[config.mk]
export PLATFORM = sky130hd
export DESIGN_NAME = mul_rr_scheduler_flat
export DESIGN_NICKNAME = d
export VERILOG_FILES = /design/src/rtl/mul_sched_pkg.sv /design/src/rtl/mul_rr_scheduler_if.sv /design/src/rtl/rr_arbiter.sv /design/src/rtl/mul_rr_scheduler.sv /design/src/flat_wrapper.sv
export SDC_FILE = /design/constraint.sdc
export NUM_CORES = 1
export LEC_CHECK = 0
export CAP_MARGIN = 10
export CORE_ASPECT_RATIO = 0.9
export CORE_MARGIN = 1.5
export CORE_UTILIZATION = 40
export CTS_CLUSTER_DIAMETER = 100
export CTS_CLUSTER_SIZE = 14
export DETAILED_ROUTE_END_ITERATION = 8
export PLACE_DENSITY_LB_ADDON = 0.12
export REMOVE_ABC_BUFFERS = 1
export SLEW_MARGIN = 5
export SYNTH_ARGS = -nofsm -noshare
export SYNTH_HDL_FRONTEND = slang
export SYNTH_SLANG_ARGS = --single-unit
export TNS_END_PERCENT = 30
[constraint.sdc]
create_clock -name clk -period 2.54 [get_ports clk]
set_input_delay 0.508 -clock clk [delete_from_list [all_inputs] [get_ports clk]]
set_output_delay 0.508 -clock clk [all_outputs]
set_load 0.005 [all_outputs]
[src/rtl/mul_sched_pkg.sv]
// Shared widths, id-width helper and the tag type for the round-robin multiplier scheduler.
package mul_sched_pkg;

  localparam int OP_W    = 16;
  localparam int PROD_W  = 32;
  localparam int MAX_REQ = 8;

  // Width needed to hold an index into n requesters (never less than one bit).
  function automatic int idWidth(input int n);
    return (n > 1) ? $clog2(n) : 1;
  endfunction

  // Tags are sized for the largest supported requester count so the type stays fixed.
  localparam int TAG_ID_W = idWidth(MAX_REQ);

  typedef struct packed {
    logic                valid;
    logic [TAG_ID_W-1:0] id;
  } tag_t;

endpackage

[src/rtl/mul_rr_scheduler_if.sv]
// Request, multiplier and response signals between requesters and the scheduler.
interface mul_rr_scheduler_if #(
  parameter int NUM_REQ = 4
);
  import mul_sched_pkg::*;

  logic [NUM_REQ-1:0]      req_valid;
  logic [NUM_REQ-1:0]      req_ready;
  logic [OP_W*NUM_REQ-1:0] req_a;
  logic [OP_W*NUM_REQ-1:0] req_b;
  logic                    hold;
  logic [OP_W-1:0]         mul_a;
  logic [OP_W-1:0]         mul_b;
  logic [PROD_W-1:0]       mul_product;
  logic [NUM_REQ-1:0]      rsp_valid;
  logic [PROD_W-1:0]       rsp_product;
  logic                    busy;

  // Requester / multiplier side.
  modport master (
    output req_valid, req_a, req_b, hold, mul_product,
    input  req_ready, mul_a, mul_b, rsp_valid, rsp_product, busy
  );

  // Scheduler side.
  modport slave (
    input  req_valid, req_a, req_b, hold, mul_product,
    output req_ready, mul_a, mul_b, rsp_valid, rsp_product, busy
  );

endinterface

[src/rtl/rr_arbiter.sv]
// Round-robin arbiter: one-hot grant searching upward from a pointer that
// moves past the winner whenever a grant is issued.
module rr_arbiter
  import mul_sched_pkg::*;
#(
  parameter int NUM_REQ = 4
) (
  input  logic                clk,
  input  logic                rst_n,
  input  logic [NUM_REQ-1:0]  req_i,
  input  logic                enable_i,
  output logic [NUM_REQ-1:0]  grant_o,
  output logic [TAG_ID_W-1:0] grantIdx_o
);

  localparam int PTR_W = idWidth(NUM_REQ);

  logic [PTR_W-1:0] ptr_q;
  logic [PTR_W-1:0] ptr_d;
  logic             found;
  int               grantSel;

  // Pick the first request at or above the pointer, otherwise the first one below it.
  always_comb begin
    found      = 1'b0;
    grantSel   = 0;
    grant_o    = '0;
    grantIdx_o = '0;
    if (enable_i) begin
      for (int i = 0; i < NUM_REQ; i++) begin
        if (!found && req_i[i] && (i >= int'(ptr_q))) begin
          found      = 1'b1;
          grantSel   = i;
          grant_o[i] = 1'b1;
        end
      end
      for (int i = 0; i < NUM_REQ; i++) begin
        if (!found && req_i[i] && (i < int'(ptr_q))) begin
          found      = 1'b1;
          grantSel   = i;
          grant_o[i] = 1'b1;
        end
      end
      grantIdx_o = TAG_ID_W'(grantSel);
    end
  end

  // A grant always coincides with a request, so any grant is a handshake that advances the pointer.
  always_comb begin
    ptr_d = ptr_q;
    if (found) begin
      ptr_d = (grantSel == NUM_REQ - 1) ? '0 : PTR_W'(grantSel + 1);
    end
  end

  // Pointer register.
  always_ff @(posedge clk or negedge rst_n) begin
    if (!rst_n) begin
      ptr_q <= '0;
    end else begin
      ptr_q <= ptr_d;
    end
  end

endmodule

[src/rtl/mul_rr_scheduler.sv]
// Shares one pipelined multiplier among NUM_REQ requesters. A tag pipeline
// matched to the multiplier latency routes each product back to its issuer.
module mul_rr_scheduler
  import mul_sched_pkg::*;
#(
  parameter int NUM_REQ = 4,
  parameter int MUL_LAT = 3
) (
  input logic               clk,
  input logic               rst_n,
  mul_rr_scheduler_if.slave bus
);

  logic [NUM_REQ-1:0]  grant;
  logic [TAG_ID_W-1:0] grantIdx;
  logic                handshake;

  logic [OP_W-1:0]     mulA_d;
  logic [OP_W-1:0]     mulB_d;
  logic [OP_W-1:0]     mulA_q;
  logic [OP_W-1:0]     mulB_q;

  tag_t                issueTag_d;
  tag_t                issueTag_q;
  tag_t                tagPipe_q [MUL_LAT];
  tag_t                tagOut;
  logic                pipeAnyValid;

  logic [NUM_REQ-1:0]  rspValid_d;
  logic [NUM_REQ-1:0]  rspValid_q;
  logic [PROD_W-1:0]   rspProduct_q;

  rr_arbiter #(
    .NUM_REQ (NUM_REQ)
  ) uArbiter (
    .clk        (clk),
    .rst_n      (rst_n),
    .req_i      (bus.req_valid),
    .enable_i   (!bus.hold),
    .grant_o    (grant),
    .grantIdx_o (grantIdx)
  );

  assign bus.req_ready = grant;
  assign handshake     = |(bus.req_valid & grant);

  // Select the winner's operands; idle cycles send zeros and an invalid tag.
  always_comb begin
    mulA_d = '0;
    mulB_d = '0;
    for (int i = 0; i < NUM_REQ; i++) begin
      if (grant[i] && bus.req_valid[i]) begin
        mulA_d = bus.req_a[OP_W*i +: OP_W];
        mulB_d = bus.req_b[OP_W*i +: OP_W];
      end
    end
    issueTag_d.valid = handshake;
    issueTag_d.id    = handshake ? grantIdx : '0;
  end

  // Issue register feeding the multiplier operands together with their tag.
  always_ff @(posedge clk or negedge rst_n) begin
    if (!rst_n) begin
      mulA_q     <= '0;
      mulB_q     <= '0;
      issueTag_q <= '0;
    end else begin
      mulA_q     <= mulA_d;
      mulB_q     <= mulB_d;
      issueTag_q <= issueTag_d;
    end
  end

  // Free-running tag shift register; the multiplier cannot stall so neither does this.
  always_ff @(posedge clk or negedge rst_n) begin
    if (!rst_n) begin
      for (int s = 0; s < MUL_LAT; s++) begin
        tagPipe_q[s] <= '0;
      end
    end else begin
      tagPipe_q[0] <= issueTag_q;
      for (int s = 1; s < MUL_LAT; s++) begin
        tagPipe_q[s] <= tagPipe_q[s-1];
      end
    end
  end

  assign tagOut = tagPipe_q[MUL_LAT-1];

  // Decode the exiting tag into a one-hot response and note any in-flight stage.
  always_comb begin
    rspValid_d   = '0;
    pipeAnyValid = 1'b0;
    for (int i = 0; i < NUM_REQ; i++) begin
      rspValid_d[i] = tagOut.valid && (tagOut.id == TAG_ID_W'(i));
    end
    for (int s = 0; s < MUL_LAT; s++) begin
      pipeAnyValid = pipeAnyValid | tagPipe_q[s].valid;
    end
  end

  // Response register; the product is only captured when a live tag exits.
  always_ff @(posedge clk or negedge rst_n) begin
    if (!rst_n) begin
      rspValid_q   <= '0;
      rspProduct_q <= '0;
    end else begin
      rspValid_q <= rspValid_d;
      if (tagOut.valid) begin
        rspProduct_q <= bus.mul_product;
      end
    end
  end

  assign bus.mul_a       = mulA_q;
  assign bus.mul_b       = mulB_q;
  assign bus.rsp_valid   = rspValid_q;
  assign bus.rsp_product = rspProduct_q;
  assign bus.busy        = issueTag_q.valid | pipeAnyValid | (|rspValid_q);

endmodule

[src/flat_wrapper.sv]
// flat-port wrapper written by rule: the top's interface ports become plain ports
module mul_rr_scheduler_flat import mul_sched_pkg::*;
#(
  parameter int NUM_REQ = 4,
  parameter int MUL_LAT = 3
)
  (clk, rst_n, bus_req_valid, bus_req_a, bus_req_b, bus_hold, bus_mul_product, bus_req_ready, bus_mul_a, bus_mul_b, bus_rsp_valid, bus_rsp_product, bus_busy);
  mul_rr_scheduler_if #(.NUM_REQ(NUM_REQ)) bus_i ();
  input logic clk;
  input logic rst_n;
  input wire logic [$bits(bus_i.req_valid)-1:0] bus_req_valid;
  input wire logic [$bits(bus_i.req_a)-1:0] bus_req_a;
  input wire logic [$bits(bus_i.req_b)-1:0] bus_req_b;
  input wire logic [$bits(bus_i.hold)-1:0] bus_hold;
  input wire logic [$bits(bus_i.mul_product)-1:0] bus_mul_product;
  output wire logic [$bits(bus_i.req_ready)-1:0] bus_req_ready;
  output wire logic [$bits(bus_i.mul_a)-1:0] bus_mul_a;
  output wire logic [$bits(bus_i.mul_b)-1:0] bus_mul_b;
  output wire logic [$bits(bus_i.rsp_valid)-1:0] bus_rsp_valid;
  output wire logic [$bits(bus_i.rsp_product)-1:0] bus_rsp_product;
  output wire logic [$bits(bus_i.busy)-1:0] bus_busy;
  assign bus_i.req_valid = bus_req_valid;
  assign bus_i.req_a = bus_req_a;
  assign bus_i.req_b = bus_req_b;
  assign bus_i.hold = bus_hold;
  assign bus_i.mul_product = bus_mul_product;
  assign bus_req_ready = bus_i.req_ready;
  assign bus_mul_a = bus_i.mul_a;
  assign bus_mul_b = bus_i.mul_b;
  assign bus_rsp_valid = bus_i.rsp_valid;
  assign bus_rsp_product = bus_i.rsp_product;
  assign bus_busy = bus_i.busy;
  mul_rr_scheduler #(.NUM_REQ(NUM_REQ), .MUL_LAT(MUL_LAT)) u_core (.clk(clk), .rst_n(rst_n), .bus(bus_i));
endmodule
==> results.cfg <==
[synthesis]
synth-seq-cells = 82
ys_top_cells_by_area = dfrtp_1, a221oi_2, mux2_2
yosysUniqueCellTypes = 34
avgSynthCellArea_sq_um = 12.5
async_flop_share_pct = 100
synth_most_common_cell = dfrtp_1
seq_area_frac_synth_pct = 52.5
yosysTopAreaCellShare_pct = 52.5
synth_top_area_cell = dfrtp_1
yosys-top-cells-count = dfrtp_1, nand2_1, o21ai_0
syn-cell-area_sq_um = 3910
synth-main-ff-cell = dfrtp_1
syn_inst = 313
synth_edf_count = 0
ys_warn_count = 0

[clocking]
cts_tree = built
cts_buffer_depth = 2
cts_buffers = 9
cts_setup_buffers = 0
htreeDepth = 3
insertion_delay_ps = 340
clkTransAtPathRegs_ps = 90
clockRootBuffer = clkbuf_8
cts-hold-fix-buffers = 0
cts.sinks = 82

[floorplanning]
die_area_sq_um = 10400
core-area_sq_um = 9570
initial_core_util_pct = 40.9
dieHeight_um = 96.8
fp-row-count = 34
die_w_um = 107
ios = 240

[sta]
post-route-period-util_pct = 96.9
hold_violations = 0
clock_skew_ps = 11.5
drv_slew = 0
max_freq_mhz = 406
fin_crit_ps = 2460
setup_tns_ps = 0
setup-violations-final = 0
worst_slew_pin_slew_ps = 622
max_slew_margin_pct = 58.5
rsz0062_at_grt = yes

[layout]
nets = 720
register_area_sq_um = 2050
fillers = 747
synthToLayoutAreaGrowth_pct = 69.0
drive_above_1_share_pct = 23.5
finish.instance_area_sq_um = 6610
postLayoutCoreUtil_pct = 69.1
multiInputGateArea_sq_um = 1660
diodes = 0

[detailed_routing]
route.detailed.drc = 0
num_vias = 3491
drt_first_pass_iters = 4
ant_nets = 0
first_iter_violations = 97
wl_per_cell_um = 17.5
via_per_inst = 5.10
wl_mm = 11.9

[worst_setup_path]
regToRegEndpoint = u_core.bus.mul_a[15]
critPathLaunchType = flip-flop
startpoint = u_core.uArbiter.ptr_q[1]
crit_required_ps = 2030
path_class = reg -> out
rr_startpoint = u_core.uArbiter.ptr_q[1]
crit_fanout = 10
rrSetupSlack_ps = 610
reg2regPathDepth = 6
endpoint = bus_req_ready[1]
cp-end-kind = output port
cp.arrival_ps = 1950

[place]
place.gp.congestion = 0.773
dp_hpwl_mm = 8.86
portBuffers = 239
dpl_cell_area_sq_um = 6370

[grt]
grt-ovfl-total = 0
first_global_vias = 3768
grt_max_degree = 39
grt_pass1_wl_mm = 18.9
grt_use_total_pct = 23.6
antenna_found_initial = 0

[power]
power_density_nw_per_um2 = 943
leakage_nw = 2.66
peakVddDrop_v = 0.000522
total_power_mw = 6.23

[run]
maxCapViolations = 0

[min_path]
hp-class = in -> async

[run_status]
outcome = finished, final reports clean
-- sequential cells by signal (all words and copies together), names as in the netlist --
register,flops
u_core.bus.mul_b,16
u_core.uArbiter.ptr_q,2
u_core.bus.rsp_valid,4
u_core.tagPipe_q,6
u_core.tagOut,3
u_core.bus.mul_a,16
u_core.bus.rsp_product,32
u_core.issueTag_q,3
-- worst min-delay path by stage --
stage          depth (start not counted)  slack (ps)                 start                         end
6_report                               1         110                 rst_n         u_core.bus.mul_a[7]
5_1_grt                                1         150                 rst_n  u_core.bus.rsp_product[20]
4_1_cts                                1         120                 rst_n         u_core.bus.mul_a[7]
3_5_place_dp                           0         340   u_core.tagPipe_q[4]            u_core.tagOut[0]
3_3_place_gp                           0         330  u_core.issueTag_q[0]         u_core.tagPipe_q[8]
2_1_floorplan                          0         210                 rst_n         u_core.bus.mul_a[0]
-- placed cells by master (no fill, tap or decap), drive strengths merged --
master / n
a21o: 1
a21oi: 2
a221oi: 32
a22o: 2
a22oi: 1
and2: 2
and3: 2
buf: 16
bufinv: 2
clkbuf: 9
clkdlybuf4s50: 234
clkinvlp: 1
dfrtp: 82
dlygate4sd2: 3
dlymetal6s2s: 1
inv: 7
mux2: 32
nand2: 36
nand2b: 3
nand3: 1
nor2: 6
nor2b: 2
nor3: 1
nor3b: 1
nor4: 2
o21ai: 72
o21bai: 2
o311ai: 1
o31ai: 1
or2: 1
-- worst max-delay path, cell delays in order, from the launching register on --
cell	delay (ps)
dfrtp_1	540
nand2b_1	200
nand2_1	70
and3_2	230
and2_1	150
clkdlybuf4s50_1	430
-- routing by layer --
layer	track usage (%)	share of wire (%)	vias to the layer above
met3	7.21	9.9	20
li1	-	-	1637
met4	7.49	1.9	0
met2	42.9	52	168
met5	0	0	-
met1	25.9	37	1666
-- area by class of cell --
class                      instances  share of cell area [%]
timing repair buffer             254                    37.8
sequential                        82                    31.1
multi-input combinational        203                    25.1
tap                              126                    2.39
clock buffer                       9                    1.87
clock inverter                     7                    1.59
inverter                           3                   0.170
-- cells by family (layout without fill, tap and decap cells) --
family,Yosys count,after routing,share of synthesized area (%)
AOI/OAI and AO/OA,114,114,25.9
DFF,82,82,52.5
and+or+nand+nor,57,57,6.88
muxes,32,32,9.21
buffers and inverters,28,273,5.57
-- metrics by stage --
step,hold slack (ps),cells,setup slack (ps)
after floorplan,212,288,-243
after global placement,333,668,-107
after detailed placement,336,668,-133
after CTS,123,684,0.333
after global routing,151,684,-14.1
final,106,684,79.9
-- power breakdown --
group          leakage, nW  internal (mW)  switching [mW]
Clock                0.113          0.571           0.500
Sequential            1.02           1.85           0.269
Combinational         1.52           1.79            1.25
Total                 2.66           4.21            2.02
-- what timing repair did --
| item | CTS | global route |
|---|---|---|
| gates resized for setup | 4 | 6 |
| setup endpoints to repair | 4 | 3 |
| pin swaps | 1 | 2 |
(Power assumes the default switching activity.)
